File: src/rtl/rr_req_pkg.sv
// Shared types and defaults for the round-robin requester front end:
// client state encoding, default sizes and a grant-vector sanity helper.
package rr_req_pkg;

   localparam int N_DEF       = 4;
   localparam int LW_DEF      = 4;
   localparam int TIMEOUT_DEF = 15;

   typedef enum logic [1:0] {
      IDLE  = 2'd0,
      REQ   = 2'd1,
      BURST = 2'd2,
      DONE  = 2'd3
   } state_t;

   // True when at most one bit of v is set.
   function automatic logic onehot0(input logic [31:0] v);
      return ((v & (v - 32'd1)) == 32'd0);
   endfunction

endpackage

File: src/rtl/rr_req_client.sv
// Single-client requester: IDLE -> REQ -> BURST -> DONE with a burst-length
// counter, plus an optional REQ wait counter (RR_REQ_TIMEOUT_EN).
module rr_req_client
   import rr_req_pkg::*;
#(
   parameter int LW = LW_DEF
`ifdef RR_REQ_TIMEOUT_EN
   , parameter int TIMEOUT = TIMEOUT_DEF
`endif
) (
   input  logic          clk,
   input  logic          rst,
   input  logic          job_valid,
   input  logic [LW-1:0] job_len,
   input  logic          gnt,
   output logic          job_ready,
   output logic          req,
   output logic          beat,
   output logic          done,
   output logic          burst_next,
   output logic          prot_err,
   output logic          starve
);

   localparam logic [LW-1:0] CNT_ONE = {{(LW-1){1'b0}}, 1'b1};

   state_t        state_r, state_s;
   logic [LW-1:0] cnt_r, cnt_s;

   // Next-state, counter update and per-client protocol violation.
   always_comb begin
      state_s  = state_r;
      cnt_s    = cnt_r;
      prot_err = 1'b0;
      case (state_r)
         IDLE: begin
            prot_err = gnt;
            if (job_valid) begin
               state_s = REQ;
               cnt_s   = (job_len == {LW{1'b0}}) ? CNT_ONE : job_len;
            end else begin
               state_s = IDLE;
            end
         end
         REQ: begin
            if (gnt) state_s = BURST;
            else     state_s = REQ;
         end
         BURST: begin
            cnt_s = cnt_r - CNT_ONE;
            if (!gnt) begin
               // grant withdrawn mid-burst: drop the remaining beats
               prot_err = 1'b1;
               state_s  = DONE;
               cnt_s    = {LW{1'b0}};
            end else if (cnt_r == CNT_ONE) begin
               state_s = DONE;
            end else begin
               state_s = BURST;
            end
         end
         DONE: begin
            prot_err = gnt;
            state_s  = IDLE;
         end
         default: begin
            state_s = IDLE;
            cnt_s   = {LW{1'b0}};
         end
      endcase
   end

   assign burst_next = (state_s == BURST);

   // State register; outputs are registered decodes of the next state.
   always_ff @(posedge clk or negedge rst) begin
      if (!rst) begin
         state_r   <= IDLE;
         cnt_r     <= {LW{1'b0}};
         job_ready <= 1'b1;
         req       <= 1'b0;
         beat      <= 1'b0;
         done      <= 1'b0;
      end else begin
         state_r   <= state_s;
         cnt_r     <= cnt_s;
         job_ready <= (state_s == IDLE);
         req       <= (state_s == REQ) || (state_s == BURST);
         beat      <= (state_s == BURST);
         done      <= (state_s == DONE);
      end
   end

`ifdef RR_REQ_TIMEOUT_EN
   localparam int            WW        = $clog2(TIMEOUT + 1);
   localparam logic [WW-1:0] WAIT_MAX  = WW'(TIMEOUT);
   localparam logic [WW-1:0] WAIT_LAST = WW'(TIMEOUT - 1);
   localparam logic [WW-1:0] WAIT_ONE  = {{(WW-1){1'b0}}, 1'b1};

   logic [WW-1:0] wait_r;
   logic          starve_r;

   // Saturating REQ-cycle counter; starvation flag is sticky until reset.
   always_ff @(posedge clk or negedge rst) begin
      if (!rst) begin
         wait_r   <= {WW{1'b0}};
         starve_r <= 1'b0;
      end else begin
         if (state_s == REQ && state_r != REQ)
            wait_r <= {WW{1'b0}};
         else if (state_r == REQ && wait_r != WAIT_MAX)
            wait_r <= wait_r + WAIT_ONE;
         else
            wait_r <= wait_r;
         if (state_r == REQ && wait_r == WAIT_LAST)
            starve_r <= 1'b1;
         else
            starve_r <= starve_r;
      end
   end

   assign starve = starve_r;
`else
   assign starve = 1'b0;
`endif

endmodule

File: src/rtl/rr_req_client_ctrl.sv
// N-client requester front end for the round-robin arbiter: per-client FSMs,
// sticky protocol error and owner encoder. Optional starvation flags: RR_REQ_TIMEOUT_EN.
module rr_req_client_ctrl
   import rr_req_pkg::*;
#(
   parameter int N       = N_DEF,
   parameter int LW      = LW_DEF,
   parameter int TIMEOUT = TIMEOUT_DEF
) (
   input  logic                 clk,
   input  logic                 rst,
   input  logic [N-1:0]         job_valid,
   input  logic [N*LW-1:0]      job_len,
   output logic [N-1:0]         job_ready,
   output logic [N-1:0]         req,
   input  logic [N-1:0]         gnt,
   output logic [N-1:0]         beat,
   output logic [N-1:0]         done,
   output logic                 own_valid,
   output logic [$clog2(N)-1:0] own_id,
   output logic                 err,
   output logic [N-1:0]         starve
);

   localparam int IW = $clog2(N);

   logic [N-1:0]  burst_next_s;
   logic [N-1:0]  prot_err_s;
   logic          err_event_s;
   logic          own_valid_s;
   logic [IW-1:0] own_id_s;

   for (genvar i = 0; i < N; i++) begin : g_client
      rr_req_client #(
         .LW(LW)
`ifdef RR_REQ_TIMEOUT_EN
         , .TIMEOUT(TIMEOUT)
`endif
      ) u_client (
         .clk       (clk),
         .rst       (rst),
         .job_valid (job_valid[i]),
         .job_len   (job_len[i*LW +: LW]),
         .gnt       (gnt[i]),
         .job_ready (job_ready[i]),
         .req       (req[i]),
         .beat      (beat[i]),
         .done      (done[i]),
         .burst_next(burst_next_s[i]),
         .prot_err  (prot_err_s[i]),
         .starve    (starve[i])
      );
   end

   // Protocol error sources and lowest-index owner of the next cycle.
   always_comb begin
      err_event_s = (|prot_err_s) | ~onehot0(32'(gnt));
      own_valid_s = |burst_next_s;
      own_id_s    = {IW{1'b0}};
      for (int i = N - 1; i >= 0; i--) begin
         if (burst_next_s[i]) own_id_s = IW'(i);
         else                 own_id_s = own_id_s;
      end
   end

   // Sticky error and registered ownership report.
   always_ff @(posedge clk or negedge rst) begin
      if (!rst) begin
         err       <= 1'b0;
         own_valid <= 1'b0;
         own_id    <= {IW{1'b0}};
      end else begin
         err       <= err | err_event_s;
         own_valid <= own_valid_s;
         own_id    <= own_id_s;
      end
   end

endmodule

File: config.mk
export PLATFORM = sky130hd
export DESIGN_NAME = rr_req_client_ctrl
export DESIGN_NICKNAME = d
export VERILOG_FILES = /design/src/rtl/rr_req_pkg.sv /design/src/rtl/rr_req_client.sv /design/src/rtl/rr_req_client_ctrl.sv
export SDC_FILE = /design/constraint.sdc
export NUM_CORES = 1
export LEC_CHECK = 0
export BUFFER_PORTS_ARGS = -buffer_cell sky130_fd_sc_hd__clkbuf_2
export CAP_MARGIN = 0
export CORE_UTILIZATION = 50
export CTS_CLUSTER_SIZE = 14
export DETAILED_ROUTE_END_ITERATION = 12
export HOLD_SLACK_MARGIN = 0.03
export MAX_ROUTING_LAYER = met4
export PLACE_DENSITY = 0.87
export SLEW_MARGIN = 10
export SYNTH_ARGS = -nofsm -noshare
export SYNTH_HDL_FRONTEND = slang
export SYNTH_SLANG_ARGS = --single-unit
File: constraint.sdc
create_clock -name clk -period 1.7 [get_ports clk]
set_input_delay 0.085 -clock clk [delete_from_list [all_inputs] [get_ports clk]]
set_output_delay 0.085 -clock clk [all_outputs]
set_load 0.005 [all_outputs]
==> impl_metrics.env <==
export IMPL_outcome="finished with violations"
export IMPL_violations="setup timing"
export IMPL_cp_end_kind="flip-flop"
export IMPL_r2r_end="own_id[0]"
export IMPL_ys_ff_latch=44
export IMPL_synth_top_family_by_area="compound AO/OA/AOI/OAI gates"
export IMPL_yosys_warnings=0
export IMPL_hold_depth=3
export IMPL_syn_inst=255
export IMPL_coreArea_mm2=0.00485
export IMPL_critPathMaxStageDelay_ps=460
export IMPL_cts_max_level=2
export IMPL_final_max_slew_viol_count=0
export IMPL_crit_top_cell="inv_1"
export IMPL_fp_dieW_um=74.0
export IMPL_portBuffers=45
export IMPL_clk_latency_ps=310
export IMPL_grt_max_degree=45
export IMPL_die_area_mm2=0.00547
export IMPL_path_clk_slew_ps=90
export IMPL_drv_cap=0
export IMPL_grt_usage=0.200
export IMPL_skew_ps=6.14
export IMPL_grt_overflow_total=0
export IMPL_viasPerCell=5.31
export IMPL_reg2regPathDepth=8
export IMPL_setup_ws_ps=-57.5
export IMPL_antennaDiodeCount=0
export IMPL_fin_area_mm2=0.00312
export IMPL_hold_end="g_client[3].u_client.cnt_r[2]"
export IMPL_slew_headroom=0.638
export IMPL_area_delta_synth_final_pct=20.5
export IMPL_fmaxAchievable_mhz=569
export IMPL_hp_class="in -> reg"
export IMPL_syn_avg_cell_area_um2=10.2
export IMPL_r2r_start="g_client[1].u_client.state_r[1]"
export IMPL_syn_area_mm2=0.00259
export IMPL_cts_tree="yes"
export IMPL_cp_buffers_inverters=2
export IMPL_power_density_mw_per_mm2=1640
export IMPL_cellLeakagePower_nw=1.57
export IMPL_drc=0
export IMPL_setup_viol=4
export IMPL_period_needed_ps=1760
export IMPL_antenna_found_initial=0
export IMPL_rsz0062_at_grt="true"
export IMPL_cts_buffers=5
export IMPL_muxShareOfSynthArea=0.0212
export IMPL_die_h_um=74.0
export IMPL_drive_above_1_share=0.333
export IMPL_wl_um=5500
export IMPL_drtAntennaViolNets=0
export IMPL_whs_ps=39.4
export IMPL_grt_pass1_vias=1859
export IMPL_routedWlPerCell_um=14.6
export IMPL_worstHoldStart="job_len[14]"
export IMPL_clockBufferDepth=2
export IMPL_pin_count=50
export IMPL_cts_root_buffer="clkbuf_8"
export IMPL_rows=25
export IMPL_crit_family="flip-flops"
export IMPL_crit_path_cell_trace="inv_1, ha_1, nand3_1, a21boi_2, inv_1, ha_4, a21oi_1, nor2_1"
export IMPL_yosys_cell_types_count=38
export IMPL_grt_pass1_wl_um=7950
export IMPL_synth_adder_area_share=0.155
export IMPL_hpwl_um=3750
export IMPL_synth_xor_area_share=0
export IMPL_ys_seq_area_frac=0.427
export IMPL_worst_pin_slew_ps=544
export IMPL_startpoint_type="flip-flop"
export IMPL_arrival_ps=1970
export IMPL_finalCritPeriodShare=1.03
export IMPL_path_class="reg -> reg"
export IMPL_cp_required_ps=1910
export IMPL_via_count=1997
export IMPL_synth_compound_gate_area_share=0.185
export IMPL_worstPathMaxFanout=4
export IMPL_synth_simple_area_share=0.0888
export IMPL_rrSetupSlack_ps=-60
export IMPL_drtIter0Drc=88
export IMPL_hold_violations=0
export IMPL_place_congestion=0.827
export IMPL_clock_sinks=44
export IMPL_finalNetCount=366
export IMPL_first_pass_iters=4
export IMPL_start_util=0.534
export IMPL_peakVddDrop_mv=0.896
export IMPL_slowest_stage="dfrtp_1"
export IMPL_placed_area_mm2=0.00285
export IMPL_fin_util=0.644
per-layer routing:
metal / vias to the layer above / global-route usage / part of all wire
met5: - / - / 0
met4: 0 / 0.0876 / 0.029
met3: 15 / 0.0583 / 0.054
met2: 62 / 0.320 / 0.51
met1: 950 / 0.235 / 0.41
li1: 970 / - / -
through the flow:
step | TNS [ps] | worst slack, ps | std cells | power (mW)
floorplan | -4.44 | -4.44 | 258 | 3.35
global placement | 0 | 57.4 | 360 | 3.82
detailed placement | -9.20 | -9.20 | 360 | 3.96
CTS | -8.05 | -8.05 | 369 | 4.81
global route | -365 | -116 | 376 | 5.47
finish | -167 | -57.5 | 376 | 5.11
cell families (layout without fill, tap and decap cells):
| group | after synthesis | in the layout |
|---|---|---|
| AOI/OAI and AO/OA | 66 | 66 |
| DFF | 44 | 44 |
| and+or+nand+nor | 44 | 44 |
| other | 1 | 4 |
| muxes | 5 | 5 |
| buffers and inverters | 63 | 114 |
| adders and majority gates | 32 | 32 |
what timing repair did:
action,in CTS,in global routing
setup buffers,0,7
gates resized for setup,2,22
pin swaps,0,6
hold buffers,1,0
hold endpoints to repair,40,0
setup endpoints to repair,2,6
state kept, by name, summed over array words and instances, names as in the netlist:
register                     count
err                              1
g_client.u_client.beat           4
g_client.u_client.cnt_r         16
g_client.u_client.done           4
g_client.u_client.job_ready      4
g_client.u_client.req            4
g_client.u_client.state_r        8
own_id                           2
own_valid                        1
layout make-up:
cell class                      count  area [um^2]
Clock buffer                        5         68.8
Clock inverter                      3         46.3
Fill cell                         379         1730
Inverter                           39          146
Multi-Input combinational cell    151         1280
Sequential cell                    44         1110
Tap cell                           67         83.8
Timing Repair Buffer               67          393
worst min-delay path: cells and delay by family:
| family | cells | cell delay (ps) |
|---|---|---|
| AOI/OAI and AO/OA | 2 | 140 |
| buffers and inverters | 1 | 90 |
layout by cell type, fill, tap and decap left out, types with 5 or more instances in the layout:
| master | instances |
|---|---|
| clkbuf_2 | 45 |
| o31a_1 | 6 |
| clkbuf_8 | 5 |
| o31ai_1 | 5 |
| buf_4 | 21 |
| or3_1 | 6 |
| nand2_1 | 10 |
| ha_4 | 6 |
| a22o_1 | 6 |
| a21oi_1 | 11 |
| dfrtp_1 | 40 |
| inv_1 | 35 |
| nor2_1 | 6 |
| o21ai_0 | 10 |
| ha_1 | 23 |
| o32ai_1 | 6 |
report_power, final:
| part | internal, mW | switching, mW | total [mW] |
|---|---|---|---|
| Combinational | 1.18 | 1.26 | 2.44 |
| Sequential | 1.52 | 0.319 | 1.84 |
| Clock | 0.443 | 0.389 | 0.831 |
| Total | 3.14 | 1.97 | 5.11 |
Yosys cell counts:
| cell | number | share of area |
|---|---|---|
| dfrtp_1 | 40 | 0.39 |
| inv_1 | 39 | 0.056 |
| ha_1 | 32 | 0.15 |
| buf_4 | 20 | 0.058 |
| a21oi_1 | 11 | 0.021 |
| nand2_1 | 11 | 0.016 |
| o21ai_0 | 10 | 0.019 |
| nor2_1 | 8 | 0.012 |
| a22o_1 | 6 | 0.020 |
| o31a_1 | 6 | 0.020 |
| o32ai_1 | 6 | 0.020 |
| or3_1 | 6 | 0.014 |
| nor3_1 | 5 | 0.0097 |
| o31ai_1 | 5 | 0.014 |
| a21boi_0 | 4 | 0.012 |
| buf_2 | 4 | 0.0077 |
| dfstp_2 | 4 | 0.041 |
| mux2_2 | 4 | 0.017 |
| nand3_1 | 4 | 0.0077 |
| nor2b_1 | 4 | 0.0097 |
| o21a_1 | 3 | 0.0087 |
| o221ai_1 | 3 | 0.010 |
| o22a_1 | 3 | 0.010 |
| a22oi_1 | 2 | 0.0058 |
| a31oi_1 | 2 | 0.0048 |
| a221o_1 | 1 | 0.0039 |
| a31o_1 | 1 | 0.0034 |
| and3b_1 | 1 | 0.0034 |
| conb_1 | 1 | 0.0014 |
| mux2i_1 | 1 | 0.0039 |
| nand3b_1 | 1 | 0.0029 |
| nor4_1 | 1 | 0.0024 |
| nor4b_1 | 1 | 0.0034 |
| o2111ai_1 | 1 | 0.0034 |
| o21bai_1 | 1 | 0.0029 |
| o221a_2 | 1 | 0.0043 |
| or3_4 | 1 | 0.0043 |
| or3b_2 | 1 | 0.0034 |
worst max-delay path by stage:
stage	from	endpoint	depth (start not counted)
global route	g_client[1].u_client.state_r[1]	own_valid	8
finish	g_client[1].u_client.state_r[1]	own_id[0]	8
floorplan	g_client[1].u_client.state_r[0]	own_id[0]	9
CTS	g_client[0].u_client.state_r[0]	own_valid	8
detailed placement	g_client[0].u_client.state_r[0]	own_id[1]	7
global placement	g_client[2].u_client.state_r[0]	own_valid	8
(Power assumes the default switching activity.)
